<file path="src/rtl/trap_sequencer_if.sv">
// Fetch redirect channel between the trap sequencer and the fetch unit.
// A transfer happens on a clock edge where redirect_valid and redirect_ready are both high.
// redirect_valid and redirect_pc stay stable until that edge, and ready has no meaning while valid is low.
interface trap_sequencer_if;
  logic        redirect_valid;
  logic [31:0] redirect_pc;
  logic        redirect_ready;

  modport master (output redirect_valid, output redirect_pc, input redirect_ready);
  modport slave  (input redirect_valid, input redirect_pc, output redirect_ready);
endinterface

</file>
<file path="src/rtl/trap_sequencer.sv">
// Machine-mode trap controller: picks one trap or mret per EX cycle by fixed priority,
// then sequences flush, the CSR commit strobe and the fetch redirect, and owns mstatus.MIE/MPIE.
module trap_sequencer #(
  parameter bit VECTOR_EN = 1'b1,
  parameter bit RESET_MIE = 1'b0
) (
  input  logic               clk,
  input  logic               rst,
  input  logic               ex_valid,
  input  logic [31:0]        ex_pc,
  input  logic               ins_mis_req,
  input  logic [31:0]        ins_mis_tgt,
  input  logic               ebreak_req,
  input  logic               ecall_req,
  input  logic               ld_mis_req,
  input  logic [31:0]        ld_mis_addr,
  input  logic               st_mis_req,
  input  logic [31:0]        st_mis_addr,
  input  logic               mret_req,
  input  logic               intr,
  input  logic [31:0]        mtvec,
  input  logic [31:0]        mepc,
  input  logic               mstatus_we,
  input  logic [31:0]        mstatus_wdat,
  output logic               stall_ex,
  output logic               flush,
  output logic               csr_we,
  output logic [31:0]        csr_mepc,
  output logic [31:0]        csr_mcause,
  output logic [31:0]        csr_mtval,
  trap_sequencer_if.master   redir,
  output logic               mstatus_mie,
  output logic               mstatus_mpie,
  output logic [1:0]         state_dbg
);

  typedef enum logic [1:0] {IDLE, COMMIT, REDIR, RET} state_t;

  state_t      state, state_nxt;
  logic        take_intr, take_trap, take_mret;
  logic [31:0] sel_cause, sel_tval, trap_base, trap_target;
  logic [31:0] redir_pc_q;
  logic        unused_wdat;

  assign unused_wdat = ^{mstatus_wdat[31:8], mstatus_wdat[6:4], mstatus_wdat[2:0]};

  // Priority pick; only meaningful while IDLE, the caller gates with state.
  always_comb begin
    sel_cause = 32'd0;
    sel_tval  = 32'd0;
    take_intr = ex_valid & intr & mstatus_mie;
    take_trap = take_intr | (ex_valid & (ins_mis_req | ebreak_req | ecall_req |
                                         ld_mis_req | st_mis_req));
    take_mret = ex_valid & mret_req & ~take_trap;
    if (take_intr) begin
      sel_cause = 32'h8000_000B;
    end else if (ins_mis_req) begin
      sel_cause = 32'd0;
      sel_tval  = ins_mis_tgt;
    end else if (ebreak_req) begin
      sel_cause = 32'd3;
    end else if (ecall_req) begin
      sel_cause = 32'd11;
    end else if (ld_mis_req) begin
      sel_cause = 32'd4;
      sel_tval  = ld_mis_addr;
    end else if (st_mis_req) begin
      sel_cause = 32'd6;
      sel_tval  = st_mis_addr;
    end
    trap_base   = {mtvec[31:2], 2'b00};
    trap_target = trap_base;
    if (VECTOR_EN && take_intr && (mtvec[1:0] == 2'b01)) begin
      trap_target = trap_base + {sel_cause[29:0], 2'b00};
    end
  end

  always_ff @(posedge clk or posedge rst) begin
    if (rst) state <= IDLE;
    else     state <= state_nxt;
  end

  always_comb begin
    state_nxt            = state;
    stall_ex             = 1'b0;
    flush                = 1'b0;
    csr_we               = 1'b0;
    redir.redirect_valid = 1'b0;
    case (state)
      IDLE: begin
        if (take_trap)      state_nxt = COMMIT;
        else if (take_mret) state_nxt = RET;
      end
      COMMIT: begin
        stall_ex  = 1'b1;
        flush     = 1'b1;
        csr_we    = 1'b1;
        state_nxt = REDIR;
      end
      RET: begin
        stall_ex  = 1'b1;
        flush     = 1'b1;
        state_nxt = REDIR;
      end
      REDIR: begin
        stall_ex             = 1'b1;
        redir.redirect_valid = 1'b1;
        if (redir.redirect_ready) state_nxt = IDLE;
      end
      default: state_nxt = IDLE;
    endcase
  end

  // Redirect target is frozen at the accept edge so it cannot move while waiting for ready.
  always_ff @(posedge clk or posedge rst) begin
    if (rst) begin
      csr_mepc     <= 32'd0;
      csr_mcause   <= 32'd0;
      csr_mtval    <= 32'd0;
      redir_pc_q   <= 32'd0;
      mstatus_mie  <= RESET_MIE;
      mstatus_mpie <= 1'b0;
    end else begin
      case (state)
        IDLE: begin
          if (take_trap) begin
            csr_mepc   <= ex_pc;
            csr_mcause <= sel_cause;
            csr_mtval  <= sel_tval;
            redir_pc_q <= trap_target;
          end else if (take_mret) begin
            redir_pc_q <= mepc;
          end else if (mstatus_we) begin
            mstatus_mie  <= mstatus_wdat[3];
            mstatus_mpie <= mstatus_wdat[7];
          end
        end
        COMMIT: begin
          mstatus_mpie <= mstatus_mie;
          mstatus_mie  <= 1'b0;
        end
        RET: begin
          mstatus_mie  <= mstatus_mpie;
          mstatus_mpie <= 1'b1;
        end
        default: ;
      endcase
    end
  end

  assign redir.redirect_pc = redir_pc_q;
  assign state_dbg         = state;

endmodule

</file>
<file path="src/flat_wrapper.sv">
// flat-port wrapper written by rule: the top's interface ports become plain ports
module trap_sequencer_flat 
#(
  parameter bit VECTOR_EN = 1'b1,
  parameter bit RESET_MIE = 1'b0
)
  (clk, rst, ex_valid, ex_pc, ins_mis_req, ins_mis_tgt, ebreak_req, ecall_req, ld_mis_req, ld_mis_addr, st_mis_req, st_mis_addr, mret_req, intr, mtvec, mepc, mstatus_we, mstatus_wdat, stall_ex, flush, csr_we, csr_mepc, csr_mcause, csr_mtval, mstatus_mie, mstatus_mpie, state_dbg, redir_redirect_valid, redir_redirect_pc, redir_redirect_ready);
  trap_sequencer_if redir_i ();
  input  logic clk;
  input  logic rst;
  input  logic ex_valid;
  input  logic [31:0] ex_pc;
  input  logic ins_mis_req;
  input  logic [31:0] ins_mis_tgt;
  input  logic ebreak_req;
  input  logic ecall_req;
  input  logic ld_mis_req;
  input  logic [31:0] ld_mis_addr;
  input  logic st_mis_req;
  input  logic [31:0] st_mis_addr;
  input  logic mret_req;
  input  logic intr;
  input  logic [31:0] mtvec;
  input  logic [31:0] mepc;
  input  logic mstatus_we;
  input  logic [31:0] mstatus_wdat;
  output logic stall_ex;
  output logic flush;
  output logic csr_we;
  output logic [31:0] csr_mepc;
  output logic [31:0] csr_mcause;
  output logic [31:0] csr_mtval;
  output logic mstatus_mie;
  output logic mstatus_mpie;
  output logic [1:0] state_dbg;
  output wire logic [$bits(redir_i.redirect_valid)-1:0] redir_redirect_valid;
  output wire logic [$bits(redir_i.redirect_pc)-1:0] redir_redirect_pc;
  input wire logic [$bits(redir_i.redirect_ready)-1:0] redir_redirect_ready;
  assign redir_redirect_valid = redir_i.redirect_valid;
  assign redir_redirect_pc = redir_i.redirect_pc;
  assign redir_i.redirect_ready = redir_redirect_ready;
  trap_sequencer #(.VECTOR_EN(VECTOR_EN), .RESET_MIE(RESET_MIE)) u_core (.clk(clk), .rst(rst), .ex_valid(ex_valid), .ex_pc(ex_pc), .ins_mis_req(ins_mis_req), .ins_mis_tgt(ins_mis_tgt), .ebreak_req(ebreak_req), .ecall_req(ecall_req), .ld_mis_req(ld_mis_req), .ld_mis_addr(ld_mis_addr), .st_mis_req(st_mis_req), .st_mis_addr(st_mis_addr), .mret_req(mret_req), .intr(intr), .mtvec(mtvec), .mepc(mepc), .mstatus_we(mstatus_we), .mstatus_wdat(mstatus_wdat), .stall_ex(stall_ex), .flush(flush), .csr_we(csr_we), .csr_mepc(csr_mepc), .csr_mcause(csr_mcause), .csr_mtval(csr_mtval), .redir(redir_i), .mstatus_mie(mstatus_mie), .mstatus_mpie(mstatus_mpie), .state_dbg(state_dbg));
endmodule
</file>
<file path="config.mk">
export PLATFORM = sky130hd
export DESIGN_NAME = trap_sequencer_flat
export DESIGN_NICKNAME = d
export VERILOG_FILES = /design/src/rtl/trap_sequencer_if.sv /design/src/rtl/trap_sequencer.sv /design/src/flat_wrapper.sv
export SDC_FILE = /design/constraint.sdc
export NUM_CORES = 1
export LEC_CHECK = 0
export ABC_AREA = 0
export CAP_MARGIN = 30
export CORE_ASPECT_RATIO = 0.6
export CORE_MARGIN = 2
export CORE_UTILIZATION = 30
export CTS_CLUSTER_DIAMETER = 60
export DETAILED_ROUTE_END_ITERATION = 16
export PLACE_DENSITY_LB_ADDON = 0.2
export SYNTH_ARGS = -nofsm -noshare
export SYNTH_HDL_FRONTEND = slang
export SYNTH_SLANG_ARGS = --single-unit
</file>
<file path="constraint.sdc">
create_clock -name clk -period 11 [get_ports clk]
set_input_delay 2.2 -clock clk [delete_from_list [all_inputs] [get_ports clk]]
set_output_delay 2.2 -clock clk [all_outputs]
set_load 0.05 [all_outputs]
</file>
Word level (Yosys, flattened, before mapping)
Cells that the tools add are included.
{"block": "totals", "regBits": 132, "input_bits": 236, "out_inout_bits": 136, "word_cells": 69}
{"block": "op_classes", "n_addsub": 1, "n_eq_ne": 9, "mux": 31, "bitwise_logic": 11, "reduce_logical": 10}
{"operator": "32-bit 2-to-1 mux", "n": 14}
{"operator": "32-bit adder", "n": 1}
{"operator": "1-bit 2-to-1 mux", "n": 10}
{"operator": "2-bit inequality test, second input constant", "n": 4}
{"operator": "2-bit 2-to-1 mux", "n": 3}
{"operator": "1-bit one-hot mux with 3 select lines", "n": 2}
{"operator": "2-bit one-hot mux with 3 select lines", "n": 1}
{"operator": "2-bit AND reduction", "n": 3}
{"operator": "1-bit AND", "n": 5}
{"operator": "1-bit OR", "n": 5}
{"operator": "2-bit by 1-bit == test with 1-bit output, second input constant", "n": 2}
{"operator": "2-bit == test, second input constant", "n": 2}
{"operator": "4-bit AND reduction", "n": 1}
{"operator": "3-bit 2-to-1 mux", "n": 1}
{"operator": "3-bit by 1-bit inequality test with 1-bit output, second input constant", "n": 1}
{"operator": "3-bit nonzero test", "n": 1}
{"operator": "3-bit OR reduction", "n": 1}
{"operator": "2-bit zero test", "n": 1}
{"operator": "2-bit nonzero test", "n": 1}
{"operator": "2-bit OR reduction", "n": 1}
{"operator": "1-bit logical AND", "n": 1}
{"operator": "1-bit inverter", "n": 1}

Depth between registers and ports, before layout
{"block": "logic_depth", "word_depth": 11, "mapped_depth": 13, "ltp_nobuf": 11}

Worst setup path before layout
OpenSTA, ideal clock, no wires.
{"block": "synth_timing", "path_kind": "in2reg", "from": "input port ld_mis_req", "to": "register u_core.redir_pc_q[23], in the netlist u_core.redir.redirect_pc[23]", "setup_time_ps": 127, "arrival_time_ps": 4565, "t_required_ps": 10873, "setup_slack_ps": 6308, "stages": 13, "n_path_buf": 4, "path_cell_list": "clkbuf_1 nor2b_1 clkbuf_1 clkbuf_1 a21oi_1 inv_1 ha_1 a211oi_1 o21bai_1 clkbuf_1 nand4_1 mux2i_1 nand3_1"}
{"block": "synth_between", "elab_chain_cells": 8}
{"element": "start, declared", "line_no": "flat_wrapper.sv:17", "text": "input logic ld_mis_req;"}
{"element": "32-bit 2-to-1 mux", "line_no": "trap_sequencer.sv:64", "text": "end else if (ld_mis_req) begin"}
{"element": "32-bit 2-to-1 mux", "line_no": "trap_sequencer.sv:62", "text": "end else if (ecall_req) begin"}
{"element": "32-bit 2-to-1 mux", "line_no": "trap_sequencer.sv:60", "text": "end else if (ebreak_req) begin"}
{"element": "32-bit 2-to-1 mux", "line_no": "trap_sequencer.sv:57", "text": "end else if (ins_mis_req) begin"}
{"element": "32-bit 2-to-1 mux", "line_no": "trap_sequencer.sv:55", "text": "if (take_intr) begin"}
{"element": "net u_core.sel_cause[1]", "line_no": "trap_sequencer.sv:41", "text": "logic [31:0] sel_cause, sel_tval, trap_base, trap_target;"}
{"element": "32-bit adder", "line_no": "trap_sequencer.sv:74", "text": "trap_target = trap_base + {sel_cause[29:0], 2'b00};"}
{"element": "32-bit 2-to-1 mux", "line_no": "trap_sequencer.sv:73", "text": "if (VECTOR_EN && take_intr && (mtvec[1:0] == 2'b01)) begin"}
{"element": "32-bit 2-to-1 mux", "line_no": "trap_sequencer.sv:126", "text": "if (take_trap) begin"}
{"element": "end signal, assigned", "line_no": "trap_sequencer.sv:130", "text": "redir_pc_q <= trap_target;"}
{"element": "end signal, assigned", "line_no": "trap_sequencer.sv:132", "text": "redir_pc_q <= mepc;"}
{"element": "end, declared", "line_no": "trap_sequencer.sv:42", "text": "logic [31:0] redir_pc_q;"}
The timed path passes the listed nets, and every way through them passes these cells.
A chain may end at the register's enable or synchronous reset.

Worst setup path after layout
{"block": "layout_timing", "from": "input port ins_mis_req", "to": "register u_core.redir_pc_q[24], in the netlist u_core.redir.redirect_pc[24]"}
{"element": "start, declared", "line_no": "flat_wrapper.sv:13", "text": "input logic ins_mis_req;"}
{"element": "32-bit 2-to-1 mux", "line_no": "trap_sequencer.sv:57"}
{"element": "32-bit 2-to-1 mux", "line_no": "trap_sequencer.sv:55"}
{"element": "net u_core.sel_cause[2]", "line_no": "trap_sequencer.sv:41"}
{"element": "32-bit adder", "line_no": "trap_sequencer.sv:74"}
{"element": "32-bit 2-to-1 mux", "line_no": "trap_sequencer.sv:73"}
{"element": "32-bit 2-to-1 mux", "line_no": "trap_sequencer.sv:126"}
The timed path passes the listed nets, and every way through them passes these cells.

==> summary.md <==
| Metric | Value |
|---|---|
| Area growth from synthesis to layout | 59.1% |
| ANT nets after route | 0 |
| Synth top area share | 43.8% |
| Layout cells sized above 1 | 4.82% |
| CP Max Fanout | 19 |
| Top_reg_cell synth | dfrtp_1 |
| Tightest Pin Transition | 0.926 ns |
| HPWL after DPL | 17000 um |
| CP Launch Point | ins_mis_req |
| Crit. End Element | register |
| Worst reg-to-reg path cell count | 11 |
| Final setup viols | 0 |
| Antenna violations before repair | 1 |
| Final period util | 55.5% |
| Fmax | 164 MHz |
| Crit path time final | 6.10 ns |
| Number of cells after detailed placement | 1266 |
| Cts repair resizes | 0 |
| Share of flip-flops with an asynchronous set or reset | 100% |
| DR vias | 6240 |
| Overall routed net length | 22700 um |
| Slew HR | 38.3% |
| Ports | 372 |
| Core ar. | 19300 um^2 |
| Largest cells by area after synthesis | dfrtp_1 44%, nand2_1 10%, a21oi_1 4.5%, buf_4 4.5%, a22oi_1 4.0% |
| Worst path required time | 11.21 ns |
| R2r startpoint | u_core.mstatus_mie$_DFFE_PP0P_ |
| Synth area leader | dfrtp_1 |
| # clock sinks | 105 |
| Post-Syn Instances | 726 |
| CP startpoint kind | input port |
| DR iter-0 viols | 372 |
| GR Overflow Total | 0 |
| Register area share after synthesis | 43.8% |
| Clock Skews | 0.00967 ns |
| Hold-fix buffers, CTS | 0 |
| IO Port Bufs | 314 |
| Die area | 21200 um^2 |
| Final Hold Fails | 0 |
| P per Cell Area | 240 nW/um^2 |
| EDFF count, synth | 0 |
| Die height | 114 um |
| RSZ-0062 raised after global routing | no |
| DR pass1 iterations | 5 |
| Nets@finish | 1252 |
| Status | completed |
| Die width | 187 um |
| Worst vdd ir | 0.000144 V |
| Min-delay src | u_core.csr_mepc[14]$_DFFE_PP0P_ |
| Syn Area/Cell | 8.26 um^2 |
| Synth warnings | 0 |
| GP Congestion | 0.824 |
| Synth cell types | 53 |
| Clk Latency, worst-skew pair | 0.35 ns |
| CTS Buf Count | 9 |
| RR Endpoint | u_core.redir.redirect_pc[24]$_DFFE_PP0P_ |
| CTS tree | yes |
| Postcts setup bufs | 0 |
| Number of global-route vias before repair | 6174 |
| Setup_tns | 0 ns |
| WL/cell | 17.7 um |
| Antenna diodes | 0 |
| Setup Crit Path Kind | input port to register |
| Hold Crit Class | register to register |
| Non-Filler Instances | 1282 |
| All-Layer GR Usage | 21.5% |
| WHS Endpoint | u_core.csr_mepc[14]$_DFFE_PP0P_ |
| Clock root buffer | clkbuf_16 |
| Hold path depth | 2 |
| Initial Util | 31.0% |
| Max-cap violation count | 0 |
| Reg2Reg Setup Slack | 6.97 ns |
| Leak pwr | 4.07 nW |
| Detail-routed via count per cell | 4.87 |
| Slew Limit Fails | 0 |
| Mapped cell area | 6000 um^2 |
| Pin count of the biggest net entering global routing | 79 |
| H-tree depth | 3 |
| Remaining design rule violation count | 0 |
| #FFs+latches synth | 105 |
| Crit path arrival time | 6.32 ns |
| Clock transition at the registers of the reported paths | 0.08 ns |
| Maximum clock insertion buffer count | 2 |
| Global-route wire length before repair | 35700 um |
| FP Rows | 39 |
## cell usage after synthesis, drive strengths merged (3+ instances only)
| library cell | number |
|---|---|
| mux2 | 3 |
| a31o | 5 |
| o21ai | 49 |
| nand2 | 165 |
| nor2b | 4 |
| a21oi | 54 |
| or3 | 6 |
| nor4 | 3 |
| a31oi | 4 |
| and3 | 21 |
| xor2 | 8 |
| nor2 | 53 |
| mux2i | 9 |
| a22oi | 32 |
| a211oi | 3 |
| clkbuf | 28 |
| inv | 14 |
| dfrtp | 105 |
| nand3 | 25 |
| nor3 | 16 |
| o31ai | 15 |
| xnor2 | 3 |
| ha | 4 |
| a21o | 3 |
| buf | 49 |
| nand4 | 18 |
## routing by layer
layer / vias to the layer above / share of wire, % / routed length, um / global-route usage [%]
met5: - / 0.057 / 13 / 0
met4: 2 / 0.36 / 81 / 2.70
met3: 7 / 8.8 / 1990 / 7.17
met2: 240 / 43 / 9700 / 32.8
met1: 2947 / 48 / 10900 / 30.4
li1: 3044 / - / - / -
## where the power goes
part	internal (mW)	switching, mW	leakage, nW
Combinational	0.438	0.891	2.60
Sequential	0.545	0.0925	1.33
Clock	0.160	0.167	0.144
## worst max-delay path by stage
| stage | end |
|---|---|
| CTS | u_core.redir.redirect_pc[24]$_DFFE_PP0P_ |
| finish | u_core.redir.redirect_pc[24]$_DFFE_PP0P_ |
| global route | u_core.redir.redirect_pc[24]$_DFFE_PP0P_ |
| global placement | u_core.csr_mtval[24]$_DFFE_PP0P_ |
| detailed placement | u_core.redir.redirect_pc[24]$_DFFE_PP0P_ |
| floorplan | u_core.csr_mcause[0]$_DFFE_PP0P_ |
## state kept, by name, summed over array words and instances, names as in the netlist
register	flops
u_core.mstatus_mpie	1
u_core.redir.redirect_pc	32
u_core.csr_mcause	5
u_core.mstatus_mie	1
u_core.csr_mtval	32
u_core.state_dbg	2
u_core.csr_mepc	32
## kinds of logic after synthesis
| kind of cell | Yosys count | share of synthesized area (%) |
|---|---|---|
| xor gates and xnor gates | 11 | 1.61 |
| and+or+nand+nor | 321 | 24.1 |
| DFF | 105 | 43.8 |
| AOI/OAI and AO/OA | 180 | 18.9 |
| other | 1 | 0.0625 |
| buffers and inverters | 91 | 8.22 |
| adders and majority gates | 5 | 1.17 |
| muxes | 12 | 2.07 |
## area by class of cell
cell class	instances	area, um^2
clock buffer	9	225
multi-input combinational	556	2990
clock inverter	7	62.6
fill	1872	9780
inverter	14	55.1
tap	266	333
timing repair buffer	325	3250
sequential	105	2630
## worst max-delay path: stages
cell	delay, ns
clkdlybuf4s50_1	0.79
nor3_1	0.49
nand2_1	0.53
nor2_1	0.41
ha_1	0.28
nor2_1	0.09
a21oi_1	0.74
nand4_1	0.23
mux2i_1	0.38
o21ai_0	0.15
## placed cells by master (no fill, tap or decap), types with 3 or more instances in the layout
cell type,Yosys,layout
a211oi_1,3,3
a21o_1,3,3
a21oi_1,54,54
a22oi_1,32,32
a31o_2,5,5
a31oi_1,4,3
and3_1,21,21
buf_4,36,10
clkbuf_16,0,9
clkdlybuf4s50_1,0,314
conb_1,1,27
dfrtp_1,105,105
ha_1,4,4
inv_1,13,12
mux2_2,3,3
mux2i_1,9,9
nand2_1,165,164
nand3_1,24,24
nand4_1,18,18
nor2_1,53,52
nor2b_1,4,3
nor3_1,16,16
o21ai_0,31,31
o21ai_1,18,18
o31ai_1,15,15
or3_1,6,6
xnor2_1,3,3
xor2_1,8,8
## per-stage QoR
stage / instance area [um^2] / worst slack (ns) / hold slack, ns / power [mW] / utilization, %
final: 9540 / 4.90 / 0.474 / 2.29 / 49.4
after CTS: 9540 / 4.87 / 0.481 / 2.32 / 49.4
after detailed placement: 9250 / 4.50 / 0.462 / 1.98 / 47.9
after global placement: 9230 / 4.33 / 0.458 / 1.97 / 47.7
after floorplan: 6090 / 6.04 / 0.741 / 1.48 / -
after global routing: 9540 / 4.38 / 0.491 / 2.42 / 49.4
Power figures use the tool's default switching activity.
